==> src/rtl/debounce_filter_pkg.sv <==
// Shared definitions for the debounce filter family.
//  - edge_e   : per-channel edge event held in the pulse register
//  - clog2    : ceiling log2 usable in constant expressions
//  - cnt_width: stability counter width for a given STABLE_CYCLES (min 1)
package debounce_filter_pkg;

  typedef enum logic [1:0] {
    EDGE_NONE = 2'b00,
    EDGE_RISE = 2'b01,
    EDGE_FALL = 2'b10
  } edge_e;

  function automatic int unsigned clog2(input int unsigned v);
    int unsigned w;
    w = 0;
    for (int unsigned i = 0; i < 32; i++) begin
      if ((64'd1 << i) < 64'(v)) w = i + 1;
    end
    return w;
  endfunction

  function automatic int unsigned cnt_width(input int unsigned stable);
    int unsigned w;
    w = clog2(stable);
    return (w == 0) ? 1 : w;
  endfunction

endpackage

==> src/rtl/debounce_filter_if.sv <==
// Bundle of the per-channel debounce signals.
//  tick_en : sample qualifier shared by all channels
//  din     : raw asynchronous inputs
//  db_out  : debounced levels
//  rise_p  : one-cycle pulse when db_out[i] goes 0->1
//  fall_p  : one-cycle pulse when db_out[i] goes 1->0
// master drives tick_en/din; slave (the filter) drives the outputs.
interface debounce_filter_if #(
  parameter int unsigned CHANNELS = 4
);
  logic                tick_en;
  logic [CHANNELS-1:0] din;
  logic [CHANNELS-1:0] db_out;
  logic [CHANNELS-1:0] rise_p;
  logic [CHANNELS-1:0] fall_p;

  modport master (output tick_en, din, input db_out, rise_p, fall_p);
  modport slave  (input tick_en, din, output db_out, rise_p, fall_p);
endinterface

==> src/rtl/debounce_filter_channel.sv <==
// One debounce channel: 2-FF synchroniser, saturating stability counter
// and registered rise/fall pulse pair.
//  clk, rst : clock and synchronous active-high reset
//  tick_en  : sample qualifier
//  din      : raw asynchronous input
//  db_out   : debounced level
//  rise_p   : high for the one cycle db_out first reads 1
//  fall_p   : high for the one cycle db_out first reads 0
module debounce_channel
  import debounce_filter_pkg::*;
#(
  parameter int unsigned STABLE_CYCLES = 16,
  parameter logic        RESET_LEVEL   = 1'b0
) (
  input  logic clk,
  input  logic rst,
  input  logic tick_en,
  input  logic din,
  output logic db_out,
  output logic rise_p,
  output logic fall_p
);

  localparam int unsigned      CNT_W = cnt_width(STABLE_CYCLES);
  localparam logic [CNT_W-1:0] LAST  = CNT_W'(STABLE_CYCLES - 1);

  logic             s1;
  logic             s2;
  logic [CNT_W-1:0] cnt;
  edge_e            edge_q;

  always_ff @(posedge clk) begin
    if (rst) begin
      s1     <= RESET_LEVEL;
      s2     <= RESET_LEVEL;
      cnt    <= '0;
      db_out <= RESET_LEVEL;
      edge_q <= EDGE_NONE;
    end else begin
      s1     <= din;
      s2     <= s1;
      edge_q <= EDGE_NONE;
      if (s2 == db_out) begin
        // Any return to the accepted level restarts the count.
        cnt <= '0;
      end else if (tick_en) begin
        if (cnt == LAST) begin
          db_out <= s2;
          cnt    <= '0;
          edge_q <= s2 ? EDGE_RISE : EDGE_FALL;
        end else begin
          cnt <= cnt + 1'b1;
        end
      end
    end
  end

  // Pulses decode a single enum register, so rise and fall are mutually exclusive.
  assign rise_p = (edge_q == EDGE_RISE);
  assign fall_p = (edge_q == EDGE_FALL);

endmodule

==> src/rtl/debounce_filter.sv <==
// Multi-channel debouncer / glitch filter for buttons and switches.
//  clk, rst : clock and synchronous active-high reset
//  bus      : debounce_filter_if slave (tick_en, din in; db_out, rise_p, fall_p out)
// Each channel is an independent debounce_channel; tick_en is shared.
module debounce_filter #(
  parameter int unsigned CHANNELS      = 4,
  parameter int unsigned STABLE_CYCLES = 16,
  parameter logic        RESET_LEVEL   = 1'b0
) (
  input  logic                    clk,
  input  logic                    rst,
  debounce_filter_if.slave        bus
);

  for (genvar i = 0; i < CHANNELS; i++) begin : g_ch
    debounce_channel #(
      .STABLE_CYCLES (STABLE_CYCLES),
      .RESET_LEVEL   (RESET_LEVEL)
    ) u_ch (
      .clk     (clk),
      .rst     (rst),
      .tick_en (bus.tick_en),
      .din     (bus.din[i]),
      .db_out  (bus.db_out[i]),
      .rise_p  (bus.rise_p[i]),
      .fall_p  (bus.fall_p[i])
    );
  end

endmodule

==> src/flat_wrapper.sv <==
// flat-port wrapper written by rule: the top's interface ports become plain ports
module debounce_filter_flat 
#(
  parameter int unsigned CHANNELS      = 4,
  parameter int unsigned STABLE_CYCLES = 16,
  parameter logic        RESET_LEVEL   = 1'b0
)
  (clk, rst, bus_tick_en, bus_din, bus_db_out, bus_rise_p, bus_fall_p);
  debounce_filter_if #(.CHANNELS(CHANNELS)) bus_i ();
  input  logic clk;
  input  logic rst;
  input wire logic [$bits(bus_i.tick_en)-1:0] bus_tick_en;
  input wire logic [$bits(bus_i.din)-1:0] bus_din;
  output wire logic [$bits(bus_i.db_out)-1:0] bus_db_out;
  output wire logic [$bits(bus_i.rise_p)-1:0] bus_rise_p;
  output wire logic [$bits(bus_i.fall_p)-1:0] bus_fall_p;
  assign bus_i.tick_en = bus_tick_en;
  assign bus_i.din = bus_din;
  assign bus_db_out = bus_i.db_out;
  assign bus_rise_p = bus_i.rise_p;
  assign bus_fall_p = bus_i.fall_p;
  debounce_filter #(.CHANNELS(CHANNELS), .STABLE_CYCLES(STABLE_CYCLES), .RESET_LEVEL(RESET_LEVEL)) u_core (.clk(clk), .rst(rst), .bus(bus_i));
endmodule
==> config.mk <==
export PLATFORM = sky130hd
export DESIGN_NAME = debounce_filter_flat
export DESIGN_NICKNAME = d
export VERILOG_FILES = /design/src/rtl/debounce_filter_pkg.sv /design/src/rtl/debounce_filter_if.sv /design/src/rtl/debounce_filter_channel.sv /design/src/rtl/debounce_filter.sv /design/src/flat_wrapper.sv
export SDC_FILE = /design/constraint.sdc
export NUM_CORES = 1
export LEC_CHECK = 0
export ABC_AREA = 1
export CORE_ASPECT_RATIO = 0.7
export CORE_UTILIZATION = 58
export DETAILED_ROUTE_END_ITERATION = 6
export PLACE_DENSITY = 0.83
export SYNTH_ARGS = -nofsm -noshare
export SYNTH_HDL_FRONTEND = slang
export SYNTH_SLANG_ARGS = --single-unit
==> constraint.sdc <==
create_clock -name clk -period 1.7 [get_ports clk]
set_input_delay 0.17 -clock clk [delete_from_list [all_inputs] [get_ports clk]]
set_output_delay 0.17 -clock clk [all_outputs]
set_load 0.01 [all_outputs]
Word level (Yosys, flattened, before mapping)
Index checks and enable logic that the tools add are counted.

Add/subtract/negate cells: 4. Muxes and demuxes: 8. Reduce and logical (&&, ||, !) cells: 12. Eq/ne operators: 16. Bitwise operators: 9.

Operator list (count): 4-bit by 1-bit adder with 4-bit output, second input constant (4); 4-bit equality test, second input constant (4); 4-bit two-way mux (4); 4-bit OR reduction (4); 3-bit AND reduction (4); 1-bit inverter (9); 2-bit by 1-bit equality test with 1-bit output, second input constant (4); 2-bit equality test, second input constant (4); 2-bit two-way mux (4); 2-bit OR reduction (4); 1-bit equality test (4).

Register bits after elaboration: 36. Output and inout port bits: 12. Bits of input ports: 7. Word-level logic and storage cells: 69.

Depth between registers and ports, before layout
Depth in word-level cells: 3. Gate-level depth with buffers: 6. Gate-level depth less buffers: 6.

By module
Synthesis repeated with hierarchy kept, for this count alone.

Cell total of the unflattened synthesis: 236. Area total of the unflattened synthesis: 1581.5 um^2.

Modules (own cells, without submodules): debounce_channel (seq. area each 180.2 um^2, area an instance 395.4 um^2, instances 4, cells an instance 59).

Worst setup path before layout
OpenSTA, ideal clock, no wires.

Path kind: flip-flop to flip-flop. Start: register u_core.g_ch[3].u_ch.cnt[0]. End: register u_core.g_ch[3].u_ch.db_out. Data required time: 1587 ps. Slack: 689 ps. Data arrival time: 899 ps. Period minus slack after synthesis: 1011 ps. Stages on the path, launching flop included: 7. Buffers on the path: 0. Setup time: 113 ps. Cell sequence: dfxtp_1 > ha_1 > nand3_1 > nor2_1 > nand2_1 > nand2_1 > nor2_1.

Longest elaborated chain between the ends: 2.

RTL lines: from (decl) (RTL line debounce_filter_channel.sv:29) `logic [CNT_W-1:0] cnt;`; from (signal assigned) (RTL line debounce_filter_channel.sv:52) `cnt <= cnt + 1'b1;`; 4-bit equality test (RTL line debounce_filter_channel.sv:47) `if (cnt == LAST) begin`; 3-bit AND reduction (no source line); to (signal assigned) (RTL line debounce_filter_channel.sv:37) `db_out <= RESET_LEVEL;`; to (signal assigned) (RTL line debounce_filter_channel.sv:48) `db_out <= s2;`; to (decl) (RTL line debounce_filter_channel.sv:19) `output logic db_out,`.

No other way between the ends. A chain may end at the register's enable or synchronous reset.

Worst setup path after layout
Start: register u_core.g_ch[0].u_ch.edge_q[1]. End: output port bus_fall_p[0].

Longest elaborated chain between the ends: 1.

RTL lines: from (decl) (RTL line debounce_filter_channel.sv:30) `edge_e edge_q;`; from (signal assigned) (RTL line debounce_filter_channel.sv:50) `edge_q <= s2 ? EDGE_RISE : EDGE_FALL;`; 2-bit equality test (RTL line debounce_filter_channel.sv:60) `assign fall_p = (edge_q == EDGE_FALL);`; to (decl) (RTL line flat_wrapper.sv:16) `output wire logic [$bits(bus_i.fall_p)-1:0] bus_fall_p;`.

No other way between the ends.

==> reports/qor.yml <==
synthMuxAreaShare: 0
synth_xor_area_frac: 0.0341
setup_viol: 0
yosys.area_share.simple: 0.285
cts_root_buffer: "clkbuf_8"
clockBufferDepth: 2
crit_buf_inv: 2
synth_top_family_by_area: "simple AND/OR/NAND/NOR gates"
synthCells: 202
vias: 1242
tns_ns: 0
num_antenna_cells: 0
mostFrequentLayoutCell: "nor2_1"
port_buffers: 18
synth_area_mm2: 0.00154
syn_nets: 213
post-route-min-period_ns: 1.54
grtUsageTotal: 0.225
synthAdderAreaFrac: 0.0325
hold_buffers: 0
relSlewSlack: 0.839
grt_pass1_vias: 1147
fmax_mhz: 651
wl_per_cell_um: 11.4
worst-path-max-fanout: 2
clock_skew_ns: 0.00555
io_pins: 19
cp-start-kind: "flip-flop"
place_inst: 242
peakVddDrop_mv: 0.523
cp_cell_sequence: "inv_1 -> nor2_1 -> clkdlybuf4s50_1"
drv_slew: 0
place_hpwl_um: 2140
p_leak_nw: 0.670
crit_arrival_ns: 1.37
drtAntennaViolNets: 0
initial_core_util: 0.617
gp_congestion: 0.782
nets: 226
grt_start_max_net_pins: 17
post_cts_resized: 0
antenna_found_initial: 0
critical_path_required_ns: 1.53
ys_seq_elements: 36
wl_um: 2830
clock_latency_ns: 0.28
status: "finished clean"
clk_pin_slew_ns: 0.06
layout.cells.non_filler: 249
drc: 0
grt_pass1_wl_um: 4720
power_density_mw_per_mm2: 848
cp_slowest_cell: "clkdlybuf4s50_1"
syn_to_final_growth_pct: 13.8
dieArea_mm2: 0.00287
htree_levels: 2
synth.avg_cell_area_um2: 7.62
coreArea_mm2: 0.00250
final_cell_mix: "44 x nor2_1, 36 x nand2_1, 36 x dfxtp_1"
cpPeakStageDelay_ns: 0.57
fp.dieW_um: 63.6
rsz0062_at_grt: "false"
synth_compound_area_frac: 0.0553
dieHeight_um: 45.1
tightest_slew_ns: 0.241
path_delay_family: "buffers and inverters"
yosys_warnings: 0
drt-initial-drc-count: 88
hp-class: "reg2reg"
cts_sinks: 36
rows: 15
crit_type: "reg2out"
nFillCells: 202
ys_types: 18
cts_tree: "built"
first_pass_iters: 4
hold_violations: 0
finalCritPeriodShare: 0.904
cts_made_buffers: 5
grt_overflow: 0
viasPerCell: 4.99
ys_seq_area_frac: 0.468
maxCapViolCount: 0
final_layout_size_suffix_gt1_frac: 0.0698
post_cts_buffers: 0
end_kind: "output port"
## report_power, final
group          internal, mW  leakage (nW)  total [mW]  switching, mW
sequential            0.854         0.292       0.860        0.00604
clock                 0.278        0.0410       0.556          0.278
combinational        0.0319         0.337      0.0692         0.0373
total                  1.16         0.670        1.49          0.321
## stage by stage
| stage | setup slack [ns] | hold WS [ns] | cell area [um^2] | util | power [mW] |
|---|---|---|---|---|---|
| detailed placement | 0.164 | 0.395 | 1670 | 0.671 | 0.948 |
| floorplan | 0.689 | 0.277 | 1540 | - | 0.920 |
| global placement | 0.266 | 0.393 | 1670 | 0.671 | 0.945 |
| CTS | 0.176 | 0.395 | 1750 | 0.702 | 1.50 |
| global route | 0.145 | 0.415 | 1750 | 0.702 | 1.55 |
| finish | 0.164 | 0.402 | 1750 | 0.702 | 1.49 |
## routing by layer
metal | global-route usage | wire, um | vias up
met2 | 0.394 | 1390 | 21
met1 | 0.255 | 1300 | 567
met4 | 0.123 | 46 | 0
met5 | 0 | 0 | -
li1 | - | - | 646
met3 | 0.0682 | 96 | 8
## tightest hold or removal path, stage by stage (launching register included)
cell     delay (ns)
dfxtp_1        0.30
inv_1          0.04
nor2_1         0.03
## final cells by class
cell class | count | area [um^2] | area share
well taps | 34 | 42.5 | 0.0243
clock inverters | 1 | 5.00 | 0.00286
flip-flops and latches | 36 | 721 | 0.411
multi-input cells | 129 | 626 | 0.357
repair buffers | 21 | 203 | 0.116
inverters | 22 | 82.6 | 0.0471
clock buffers | 6 | 72.6 | 0.0414
## flip-flops by register name, indices dropped and copies added, names as in the netlist
register and flops:
u_core.g_ch.u_ch.cnt 16, u_core.g_ch.u_ch.s2 4, u_core.g_ch.u_ch.db_out 4, u_core.g_ch.u_ch.s1 4, u_core.g_ch.u_ch.edge_q 8
## cells by family after synthesis
kind of cell | after synthesis
AND/OR/NAND/NOR | 104
buffers and inverters | 37
XOR/XNOR | 6
flip-flops | 36
adder cells (fa/ha/maj) | 4
AO/OA/AOI/OAI | 15
## synth_stat cells
library cell  number  share of area
a21oi_1           11          0.036
and3_1             1         0.0041
buf_2              1         0.0032
buf_4             14          0.068
dfxtp_1           36           0.47
ha_1               4          0.033
inv_1             22          0.054
nand2_1           36          0.088
nand2_2            1         0.0041
nand3_1            8          0.026
nand4_1            4          0.016
nor2_1            44           0.11
nor3_1             5          0.016
nor3_2             1         0.0065
o21bai_1           4          0.020
or2_2              4          0.016
xnor2_1            4          0.023
xor2_1             2          0.011
## path summary, 6_finish.rpt
kind                                  from                          to  slack, ns  cells past startpoint
max          u_core.g_ch[0].u_ch.edge_q[1]               bus_fall_p[0]       0.16                      3
min                 u_core.g_ch[1].u_ch.s1      u_core.g_ch[1].u_ch.s2       0.40                      2
max reg2reg     u_core.g_ch[3].u_ch.cnt[0]  u_core.g_ch[3].u_ch.db_out       0.52                      6
min reg2reg         u_core.g_ch[1].u_ch.s1      u_core.g_ch[1].u_ch.s2       0.40                      2
No activity file was read; power rests on OpenSTA's default activity.
